<file path="config.mk">
export PLATFORM = sky130hd
export DESIGN_NAME = frecuencimetro_multi
export DESIGN_NICKNAME = d
export VERILOG_FILES = /design/src/rtl/frecuencimetro_multi.sv
export SDC_FILE = /design/constraint.sdc
export NUM_CORES = 1
export LEC_CHECK = 0
export CAP_MARGIN = 20
export CORE_MARGIN = 2
export CORE_UTILIZATION = 45
export DETAILED_ROUTE_END_ITERATION = 8
export GPL_TIMING_DRIVEN = 0
export HOLD_SLACK_MARGIN = 0.12
export PLACE_DENSITY = 0.69
export REMOVE_ABC_BUFFERS = 1
export SLEW_MARGIN = 5
export SYNTH_ARGS = -nofsm -noshare
export SYNTH_HDL_FRONTEND = slang
export SYNTH_SLANG_ARGS = --single-unit
</file>
<file path="constraint.sdc">
create_clock -name clock -period 2.8 [get_ports clock]
set_input_delay 0.56 -clock clock [delete_from_list [all_inputs] [get_ports clock]]
set_output_delay 0.56 -clock clock [all_outputs]
set_load 0.05 [all_outputs]
</file>
<file path="src/rtl/frecuencimetro_multi.sv">
// Multi-channel frequency meter: counts synchronised rising edges per channel
// over an internal or external gate window and latches the counts at each gate.
module frecuencimetro_multi #(
  parameter int WIDTH       = 16,
  parameter int CHANNELS    = 4,
  parameter int GATE_CYCLES = 50000000,
  parameter int SYNC_STAGES = 2
) (
  input  logic                      clock,
  input  logic                      reset_n,
  input  logic                      enable,
  input  logic                      gate_sel,
  input  logic                      gate_ext,
  input  logic [CHANNELS-1:0]       senal,
  output logic [CHANNELS*WIDTH-1:0] numero,
  output logic [CHANNELS-1:0]       overflow,
  output logic                      valid,
  output logic                      gate_tick
);

  localparam int              TW         = $clog2(GATE_CYCLES);
  localparam logic [TW-1:0]   TIMER_LAST = TW'(GATE_CYCLES - 1);
  localparam logic [WIDTH-1:0] COUNT_MAX = '1;

  typedef enum logic [1:0] {IDLE, ARMING, MEASURING} state_t;

  state_t                              state_q, state_d;
  logic [CHANNELS-1:0][SYNC_STAGES-1:0] sync_q;
  logic [CHANNELS-1:0]                 sync_out, prev_q, rise;
  logic [CHANNELS-1:0][WIDTH-1:0]      count_q;
  logic [CHANNELS-1:0]                 sticky_q;
  logic [TW-1:0]                       timer_q;
  logic                                gate_sel_q, sel_change;
  logic                                tick_int, gate;
  logic                                clear, reload, latch;

  // Input synchronisers and edge history run in every state.
  // NOTE: sequential state is always assigned with <= so every flop samples
  // the pre-edge value of its neighbours; = here would collapse the chain.
  always_ff @(posedge clock or negedge reset_n) begin
    if (!reset_n) begin
      sync_q <= '0;
      prev_q <= '0;
    end else begin
      for (int k = 0; k < CHANNELS; k++) begin
        sync_q[k] <= {sync_q[k][SYNC_STAGES-2:0], senal[k]};
      end
      prev_q <= sync_out;
    end
  end

  always_comb begin
    sync_out = '0;
    for (int k = 0; k < CHANNELS; k++) begin
      sync_out[k] = sync_q[k][SYNC_STAGES-1];
    end
  end

  assign rise       = sync_out & ~prev_q;
  assign sel_change = gate_sel ^ gate_sel_q;
  assign tick_int   = (state_q != IDLE) && !gate_sel && (timer_q == TIMER_LAST);
  assign gate       = gate_sel ? gate_ext : tick_int;

  // NOTE: every output of this block gets a default first, so no path through
  // the if-chain can leave one unassigned and infer a latch.
  always_comb begin
    state_d = state_q;
    clear   = 1'b0;
    reload  = 1'b0;
    latch   = 1'b0;
    if (!enable) begin
      state_d = IDLE;
      clear   = 1'b1;
    end else if (state_q == IDLE) begin
      state_d = ARMING;
      clear   = 1'b1;
    end else if (sel_change) begin
      // A source switch invalidates the running window, even on a gate cycle.
      state_d = ARMING;
      clear   = 1'b1;
    end else if (gate) begin
      reload = 1'b1;
      if (state_q == MEASURING) begin
        latch = 1'b1;
      end else begin
        state_d = MEASURING;
      end
    end
  end

  always_ff @(posedge clock or negedge reset_n) begin
    if (!reset_n) begin
      state_q    <= IDLE;
      gate_sel_q <= 1'b0;
      timer_q    <= '0;
    end else begin
      state_q    <= state_d;
      gate_sel_q <= gate_sel;
      if (clear) begin
        timer_q <= '0;
      end else if (!gate_sel) begin
        timer_q <= (timer_q == TIMER_LAST) ? '0 : timer_q + TW'(1);
      end
    end
  end

  // Edges on a gate cycle reload the counter to 1 so they open the new window.
  always_ff @(posedge clock or negedge reset_n) begin
    if (!reset_n) begin
      count_q  <= '0;
      sticky_q <= '0;
    end else begin
      for (int k = 0; k < CHANNELS; k++) begin
        if (clear) begin
          count_q[k]  <= '0;
          sticky_q[k] <= 1'b0;
        end else if (reload) begin
          count_q[k]  <= WIDTH'(rise[k]);
          sticky_q[k] <= 1'b0;
        end else if (rise[k]) begin
          if (count_q[k] == COUNT_MAX) begin
            sticky_q[k] <= 1'b1;
          end else begin
            count_q[k] <= count_q[k] + WIDTH'(1);
          end
        end
      end
    end
  end

  always_ff @(posedge clock or negedge reset_n) begin
    if (!reset_n) begin
      numero    <= '0;
      overflow  <= '0;
      valid     <= 1'b0;
      gate_tick <= 1'b0;
    end else begin
      valid     <= latch;
      gate_tick <= gate;
      if (latch) begin
        numero   <= count_q;
        overflow <= sticky_q;
      end
    end
  end

endmodule

</file>
# == After elaboration in Yosys (flattened, before gate mapping) ==
# Cells that the tools add are included.
# totals
reg_bits,179
in_bits,9
output_inout_bits,70
wordCells,116
# op_classes
n_addsub,5
eq_ne,13
mux,53
bitwise_logic,3
reduce_logical,22
# ops
operator,count
16-bit 2-to-1 mux,16
26-bit 2-to-1 mux,3
"16-bit by 1-bit adder with 16-bit output, second input constant",4
"16-bit equality test, second input constant",4
1-bit 2-to-1 mux,29
"26-bit by 1-bit adder with 26-bit output, second input constant",1
"26-bit equality test, second input constant",1
3-bit nonzero test,8
2-bit AND reduction,9
"3-bit != test, second input constant",4
2-bit 2-to-1 mux,5
4-bit bitwise AND,1
"4-bit by 2-bit != test with 1-bit output, second input constant",1
"4-bit != test, second input constant",1
4-bit NOT,1
"2-bit equality test, second input constant",1
1-bit logical AND,2
2-bit zero test,1
"2-bit by 1-bit != test with 1-bit output, second input constant",1
2-bit nonzero test,1
1-bit zero test,1
1-bit bitwise XOR,1

# == Depth between registers and ports, before layout ==
# Gate-level depths: netlist (run 1).
# logic_depth
depth_word,10
ltp_mapped,8
ltp_nobuf,6

# == Least setup slack after synthesis (run 1) ==
# No wires, ideal clock.
# synth_timing
path_type,input-to-reg
start,in gate_sel
end,reg numero[57]
setup_ps,127
t_arrival_ps,2074
t_required_ps,2673
slack_ps,598
stages,7
n_path_buf,2
cell_sequence,and4b_1 and4b_1 a22oi_1 nor4_4 buf_4 buf_6 mux2_1
# synth_between
elab_chain_len,8
word_cells_on_any_way,9
classes_between,5 x mux; 1 x bitwise; 3 x reduce/logical
# synth_lines
element,line,text
"start, declared",12,"input logic gate_sel,"
1-bit zero test,n/a,
1-bit logical AND (2 in a row),61,assign tick_int = (state_q != IDLE) && !gate_sel && (timer_q == TIMER_LAST);
1-bit 2-to-1 mux,62,assign gate = gate_sel ? gate_ext : tick_int;
1-bit 2-to-1 mux,81,end else if (gate) begin
1-bit 2-to-1 mux *,77,end else if (sel_change) begin
1-bit 2-to-1 mux *,74,end else if (state_q == IDLE) begin
1-bit 2-to-1 mux *,71,if (!enable) begin
named net latch,35,"logic clear, reload, latch;"
"end signal, assigned",141,numero <= count_q;
"end, declared",15,"output logic [CHANNELS*WIDTH-1:0] numero,"
# Mark *: on every way through the listed nets, which the timed path passes. The rest lies on a longest branch.
# A chain may end at the register's enable or synchronous reset.

# == Worst setup path after layout (run 1) ==
# layout_timing
start,reg timer_q[0]
end,reg numero[59]
# layout_between
elab_chain_len,7
# layout_lines
element,line,text
"start, declared",32,logic [TW-1:0] timer_q;
"start signal, assigned",102,timer_q <= (timer_q == TIMER_LAST) ? '0 : timer_q + TW'(1);
26-bit equality test,61,
1-bit logical AND,61,
1-bit 2-to-1 mux,62,
1-bit 2-to-1 mux,81,
1-bit 2-to-1 mux,77,
1-bit 2-to-1 mux,74,
1-bit 2-to-1 mux,71,
# No other way between the ends.

==> flow_summary_export.csv, run 1 <==
group,metric,value,unit
outcome,outcome,"finished, final reports clean",
setup_path,end_kind,"register",
yosys,postSynthRegisterBits,179,
route,detail-route-antenna-nets,0,
setup_path,timing.critical_path.cells,"ha_1 > and4b_1 > and4b_1 > a22oi_2 > nor4_4 > buf_6 > buf_8 > buf_8 > mux2_2",
route,drtPass1Iterations,5,
cts,cts.clk_slew.worst_paths,0.07,ns
setup_path,worstPathRequired,3.11,ns
route,drt_iter0_drc,388,
finish,drive_gt1_frac,0.1425,
setup_path,worst_path_max_delay_cell,"dfrtp_1",
sta,worst-slew-pin-transition,1.195,ns
place,place_hpwl,10.78,mm
setup_path,crit_path_max_fanout,32,
finish,layout.area.seq,4479,µm²
route,routedWlPerCell,15.24,µm
yosys,synth_cell_types,48,
global_routing,grt_antenna_before_repair,0,
die,floorplan.initialDensity,0.4611,
place,placed_cell_areas,9081,µm²
route,vias_per_cell,5.529,
yosys,syn_area_per_cell,11.19,µm²
route,drc_violation_count_after_routing,0,
die,chipWidth,137.4,µm
yosys,synth_ff_type,"dfrtp_1",
global_routing,grt_pass1_wl,26.77,mm
flow_run,timing.max_cap.violations,0,
global_routing,largest_net_degree_at_the_start_of_global_routing,100,
setup_path,cp_slowest_stage_delay,0.40,ns
global_routing,grt_util_all_layers,0.1781,
setup_path,reg2reg_from,"timer_q[0]",
sta,timing.fmax,386.0,MHz
route,detailroute.via_count,5745,
sta,timing.setup.tns,0,ns
setup_path,crit_path_class,"register to register",
cts,clock_sinks,179,
die,core_area,17360,µm²
global_routing,overflow,0,
finish,final_nets,815,
cts,cts_htree_levels,4,
die,boundaryPins,79,
setup_path,r2r_end,"numero[59]",
setup_path,crit_arrival,2.90,ns
yosys,synth.cell_area,8004,µm²
power_and_ir_drop,vdd_drop_max,0.0004668,V
sta,timing.final.hold_violations,0,
setup_path,cell_depth_of_the_worst_flop_to_flop_path,9,
worst_hold_path,hold_path_class,"input port to async pin",
yosys,ys_warn_count,0,
finish,multi_input_comb_area,3425,µm²
die,num_rows,48,
setup_path,start_kind,"register",
place,placement.io_buffers,78,
sta,layout_min_cycle_time,2.591,ns
cts,tritoncts_clock_tree,"done",
die,die-area,18870,µm²
setup_path,r2r_setup_slack,0.21,ns
yosys,postSynthCellCount,715,
finish,area_growth_syn_to_layout,22.15,%
sta,finalSetupViolations,0,
finish,final_cell_mix,"dfrtp_1, nor2_1, clkdlybuf4s50_1",
cts,cts_max_path_buffers,2,
yosys,synth_edf_count,0,
finish,layout.cells.most_common,"dfrtp_1",
sta,worst_clock_skew,0.009650,ns
finish,post_layout_nonfiller_instances,1039,
power_and_ir_drop,cellPowerDensity,545.9,nW/µm²
route,finalWirelength,15.83,mm
finish,antenna-diode-count,0,
cts,cts-buffers-inserted,17,
place,place_inst,1001,
finish,fillers,1417,
place,gp_routability_congestion,0.8394,
yosys,sequential_element_share_of_the_synthesized_area,0.5596,
global_routing,first_global_vias,5618,
die,die-height,137.4,µm
finish,final_util,0.5633,
sta,final_min_period_over_clock_period,0.9252,
sta,max-slew-margin-rel,0.2034,
sta,slew_violations,0,
power_and_ir_drop,p_leak,3.986,nW
finish,postLayoutCellArea,9777,µm²
yosys,async_flop_share,1.000,
sta,rsz_0062_raised_after_global_routing,"false",
cts,insertion_delay,0.43,ns
cts,cts_root_buffer,"clkbuf_16",
## worst max path at each step
stage                from    endpoint  slack [ns]  cells after the start
3_5_place_dp     gate_sel  numero[59]       -0.93                     11
4_1_cts        timer_q[0]  numero[59]        0.02                     11
2_1_floorplan    gate_sel   numero[0]       -1.12                      5
6_report       timer_q[0]  numero[59]        0.21                      9
5_1_grt        timer_q[0]  numero[62]        0.04                      9
3_3_place_gp      reset_n  numero[19]       -5.89                      1
## cell families (layout without fill, tap and decap cells)
group                      count (synthesis)  after routing  synth area share
and+or+nand+nor                          301            301            0.1970
AOI/OAI and AO/OA                         64             64           0.04831
buffers and inverters                     29            128           0.01579
xor gates and xnor gates                  67             67           0.07332
adders and majority gates                  5              5          0.007816
DFF                                      179            179            0.5596
muxes                                     70             70           0.09817
## what timing repair did
action	4_1_cts	5_1_grt
endpoints found under the setup margin	96	59
buffers inserted	1	5
resized for setup	1	8
pin swaps	1	2
hold buffers	0	0
## cells in the mapped netlist, types with 8 or more instances
library cell / count / area [µm²]
a21oi_1: 22 / 110.1
and3_1: 8 / 50.05
and4_1: 13 / 113.9
clkbuf_1: 18 / 67.56
dfrtp_1: 179 / 4479
mux2_1: 9 / 101.4
mux2_2: 59 / 664.4
nand2_1: 44 / 165.2
nand3_1: 25 / 125.1
nand4_1: 26 / 162.7
nor2_1: 94 / 352.8
nor3_1: 25 / 125.1
nor4_1: 16 / 100.1
o21ai_0: 16 / 80.08
or3_1: 12 / 75.07
xnor2_1: 58 / 508.0
xor2_1: 9 / 78.83
## through the flow
step	hold slack [ns]	power, mW	worst slack, ns
5_1_grt	0.1447	5.527	0.03656
6_report	0.1032	5.337	0.2094
3_3_place_gp	0.3345	2.816	-5.889
2_1_floorplan	0.2644	2.723	-1.122
3_5_place_dp	0.3371	2.829	-0.9268
4_1_cts	0.1246	5.389	0.01820
## where the power goes
part           internal [mW]  switching (mW)  total [mW]
combinational         0.0437           0.120       0.164
clock                   1.53            1.02        2.56
sequential              2.60          0.0129        2.61
## state kept, by name (all words and copies together) (netlist names)
| register | flops |
|---|---|
| count_q | 64 |
| numero | 64 |
| timer_q | 26 |
| overflow | 4 |
| prev_q | 4 |
| sticky_q | 4 |
| sync_out | 4 |
| sync_q | 4 |
| state_q | 2 |
| gate_sel_q | 1 |
| gate_tick | 1 |
| valid | 1 |
## final cells by class
class,count,share of cell area
multi-input cells,507,0.3503
flip-flops and latches,179,0.4582
inverters,4,0.001536
clock buffers,19,0.04530
well taps,225,0.02879
clock inverters,13,0.01996
repair buffers,92,0.09598
## per-layer routing
layer / up-vias / part of all wire / GRT usage
li1: 2740 / - / -
met1: 2846 / 0.45 / 0.2364
met2: 132 / 0.49 / 0.2872
met3: 27 / 0.042 / 0.04084
met4: 0 / 0.015 / 0.06415
met5: - / 0 / 0
## critical path, delay by kind of cell, from the launching register on
kind | cells | cell delay (ns)
AND/OR/NAND/NOR | 3 | 0.83
buffers and inverters | 3 | 0.57
flip-flops | 1 | 0.40
multiplexers | 1 | 0.34
adder cells (fa/ha/maj) | 1 | 0.20
AO/OA/AOI/OAI | 1 | 0.10
Power figures use the tool's default switching activity.
==> run 2, diff against run 1 <==
--- a/config.mk
+++ b/config.mk
@@ -8,10 +8,12 @@
 export CAP_MARGIN = 20
 export CORE_MARGIN = 2
 export CORE_UTILIZATION = 45
+export CTS_BUF_LIST = sky130_fd_sc_hd__clkbuf_4
 export DETAILED_ROUTE_END_ITERATION = 8
+export GPL_ROUTABILITY_DRIVEN = 1
 export GPL_TIMING_DRIVEN = 0
 export HOLD_SLACK_MARGIN = 0.12
-export PLACE_DENSITY = 0.69
+export PLACE_DENSITY = 0.72
 export REMOVE_ABC_BUFFERS = 1
 export SLEW_MARGIN = 5
 export SYNTH_ARGS = -nofsm -noshare
==> constraint.sdc (replaced) <==
create_clock -name clock -period 2.1 [get_ports clock]
set_input_delay 0.42 -clock clock [delete_from_list [all_inputs] [get_ports clock]]
set_output_delay 0.42 -clock clock [all_outputs]
set_load 0.05 [all_outputs]
==> run 2 against run 1 <==
Effect of this change: global-route usage up 1.5 points; final area up 6.6%; clock skew up 0.0060 ns; core utilization up 3.7 points; the flow now finishes with violations (setup timing); register-to-register slack worse by 0.35 ns; count of clock-buffer cells in the layout down 1; largest power group unchanged; sequential share of layout area down 2.8 points; total power up 11%.
==> flow_summary_export.csv, run 2 (synthesis results as in run 1) <==
group,metric,value,unit
outcome,outcome,"finished with violations",
outcome,violations,"setup timing",
sta,final_min_period_over_clock_period,1.065,
power_and_ir_drop,p_leak,4.580,nW
route,drc_violation_count_after_routing,0,
sta,timing.final.hold_violations,0,
sta,final.setup.worst_slack,-0.1358,ns
global_routing,first_global_vias,5570,
cts,clock_sinks,179,
die,chipWidth,137.4,µm
place,pre_cts_slack,-1.481,ns
setup_path,end_kind,"register",
die,num_rows,48,
die,die-area,18870,µm²
cts,cts_max_path_buffers,2,
power_and_ir_drop,clockPowerShare,0.359,
finish,final_nets,859,
setup_path,start_kind,"register",
power_and_ir_drop,vdd_drop_max,0.0003592,V
route,detail-route-antenna-nets,0,
setup_path,crit_path_max_fanout,7,
finish,antenna-diode-count,0,
route,vias_per_cell,5.466,
finish,drive_gt1_frac,0.2343,
cts,cts_root_buffer,"clkbuf_4",
cts,tritoncts_clock_tree,"done",
die,floorplan.initialDensity,0.4611,
sta,worst-slew-pin-transition,0.6407,ns
global_routing,grt_antenna_before_repair,0,
finish,layout.cells.most_common,"dfrtp_1",
worst_hold_path,hold_path_class,"input port to register",
flow_run,timing.max_cap.violations,0,
power_and_ir_drop,netSwitchingPower,1.396,mW
route,drt_iter0_drc,283,
setup_path,worstPathRequired,2.56,ns
place,place_hpwl,10.60,mm
cts,cts.clk_slew.worst_paths,0.14,ns
finish,largestRegisters,"count_q: 64 flops, numero: 64 flops, timer_q: 26 flops",
sta,worst_clock_skew,0.01562,ns
die,core_area,17360,µm²
sta,timing.fmax,447.3,MHz
sta,max-slew-margin-rel,0.5729,
global_routing,overflow,0,
place,gp_routability_congestion,0.8196,
finish,final_cell_mix,"dfrtp_1, nor2_1, dlygate4sd2_1",
global_routing,largest_net_degree_at_the_start_of_global_routing,113,
route,drtPass1Iterations,5,
sta,timing.setup.tns,-6.853,ns
power_and_ir_drop,pwr-share-seq,0.587,
route,finalWirelength,18.46,mm
die,die-height,137.4,µm
route,routedWlPerCell,17.05,µm
power_and_ir_drop,power.switching_fraction,0.2353,
sta,finalSetupViolations,68,
setup_path,crit_arrival,2.70,ns
cts,insertion_delay,0.56,ns
route,detailroute.via_count,5920,
die,boundaryPins,79,
cts,cts_htree_levels,4,
power_and_ir_drop,internal_power_summed_over_all_cells,4.538,mW
global_routing,grt_pass1_wl,28.34,mm
sta,slew_violations,0,
power_and_ir_drop,combPwrFrac,0.054,
global_routing,grt_util_all_layers,0.1926,
sta,rsz_0062_raised_after_global_routing,"true",
cts,cts-buffers-inserted,17,
setup_path,crit_path_class,"register to register",
sta,layout_min_cycle_time,2.236,ns
finish,area_growth_syn_to_layout,30.23,%
power_and_ir_drop,cellPowerDensity,569.3,nW/µm²
place,placement.io_buffers,78,
run 2: timing repair:
item / CTS / global route
hold buffers: 1 / 0
endpoints found under the hold margin: 67 / 0
cloned: 4 / 8
setup endpoints to repair: 233 / 131
setup buffers: 20 / 17
pin swaps: 5 / 7
gates resized for setup: 146 / 67
run 2: layout make-up:
cell class / count / area (µm²)
Fill cell: 1434 / 6933
Sequential cell: 179 / 4483
Multi-Input combinational cell: 510 / 3895
Timing Repair Buffer: 133 / 1426
Tap cell: 225 / 281.5
Clock inverter: 14 / 187.7
Clock buffer: 18 / 135.1
Inverter: 4 / 15.01
run 2: final timing paths:
| check | startpoint | end | slack [ns] | depth (start not counted) |
|---|---|---|---|---|
| max in group asynchronous | reset_n | count_q[16] | 0.73 | 3 |
| min in group asynchronous | reset_n | overflow[3] | 0.37 | 2 |
| hold / removal | senal[2] | sync_q[4] | 0.27 | 1 |
| hold reg to reg | sync_q[0] | sync_out[0] | 0.37 | 0 |
| setup / recovery | timer_q[1] | numero[62] | -0.14 | 8 |
| setup reg to reg | timer_q[1] | numero[62] | -0.14 | 8 |
run 2: layer usage:
layer / GRT usage / vias to the layer above / wire [µm]
met5: 0 / - / 0
met4: 0.05670 / 0 / 274
met3: 0.03863 / 17 / 772
met2: 0.3115 / 126 / 8988
met1: 0.2636 / 2950 / 8427
li1: - / 2827 / -
run 2: worst max-delay path, cell delays in order, from the launching register on:
cell and delay (ns):
dfrtp_1 0.40, ha_2 0.18, and4b_1 0.22, and4b_1 0.28, a22oi_2 0.10, nor4_4 0.24
buf_8 0.23, clkbuf_16 0.19, mux2_4 0.30
run 2: per-stage QoR:
step	hold slack [ns]	utilization	power [mW]	instances	cell area [µm²]
after floorplan	0.1244	-	3.631	690	7893
after global placement	0.3339	0.5159	3.761	993	8955
after detailed placement	0.3356	0.5232	3.776	1001	9081
after CTS	0.2167	0.5678	5.958	1058	9854
after global routing	0.2175	0.6006	6.176	1083	10420
final	0.2742	0.6006	5.935	1083	10420
run 2: power by group through the flow:
stage | clock, mW | sequential [mW] | combinational (mW)
floorplan | 0 | 3.56 | 0.0667
global placement | 0 | 3.55 | 0.208
detailed placement | 0 | 3.55 | 0.225
CTS | 2.21 | 3.49 | 0.261
global route | 2.33 | 3.49 | 0.352
finish | 2.13 | 3.49 | 0.321
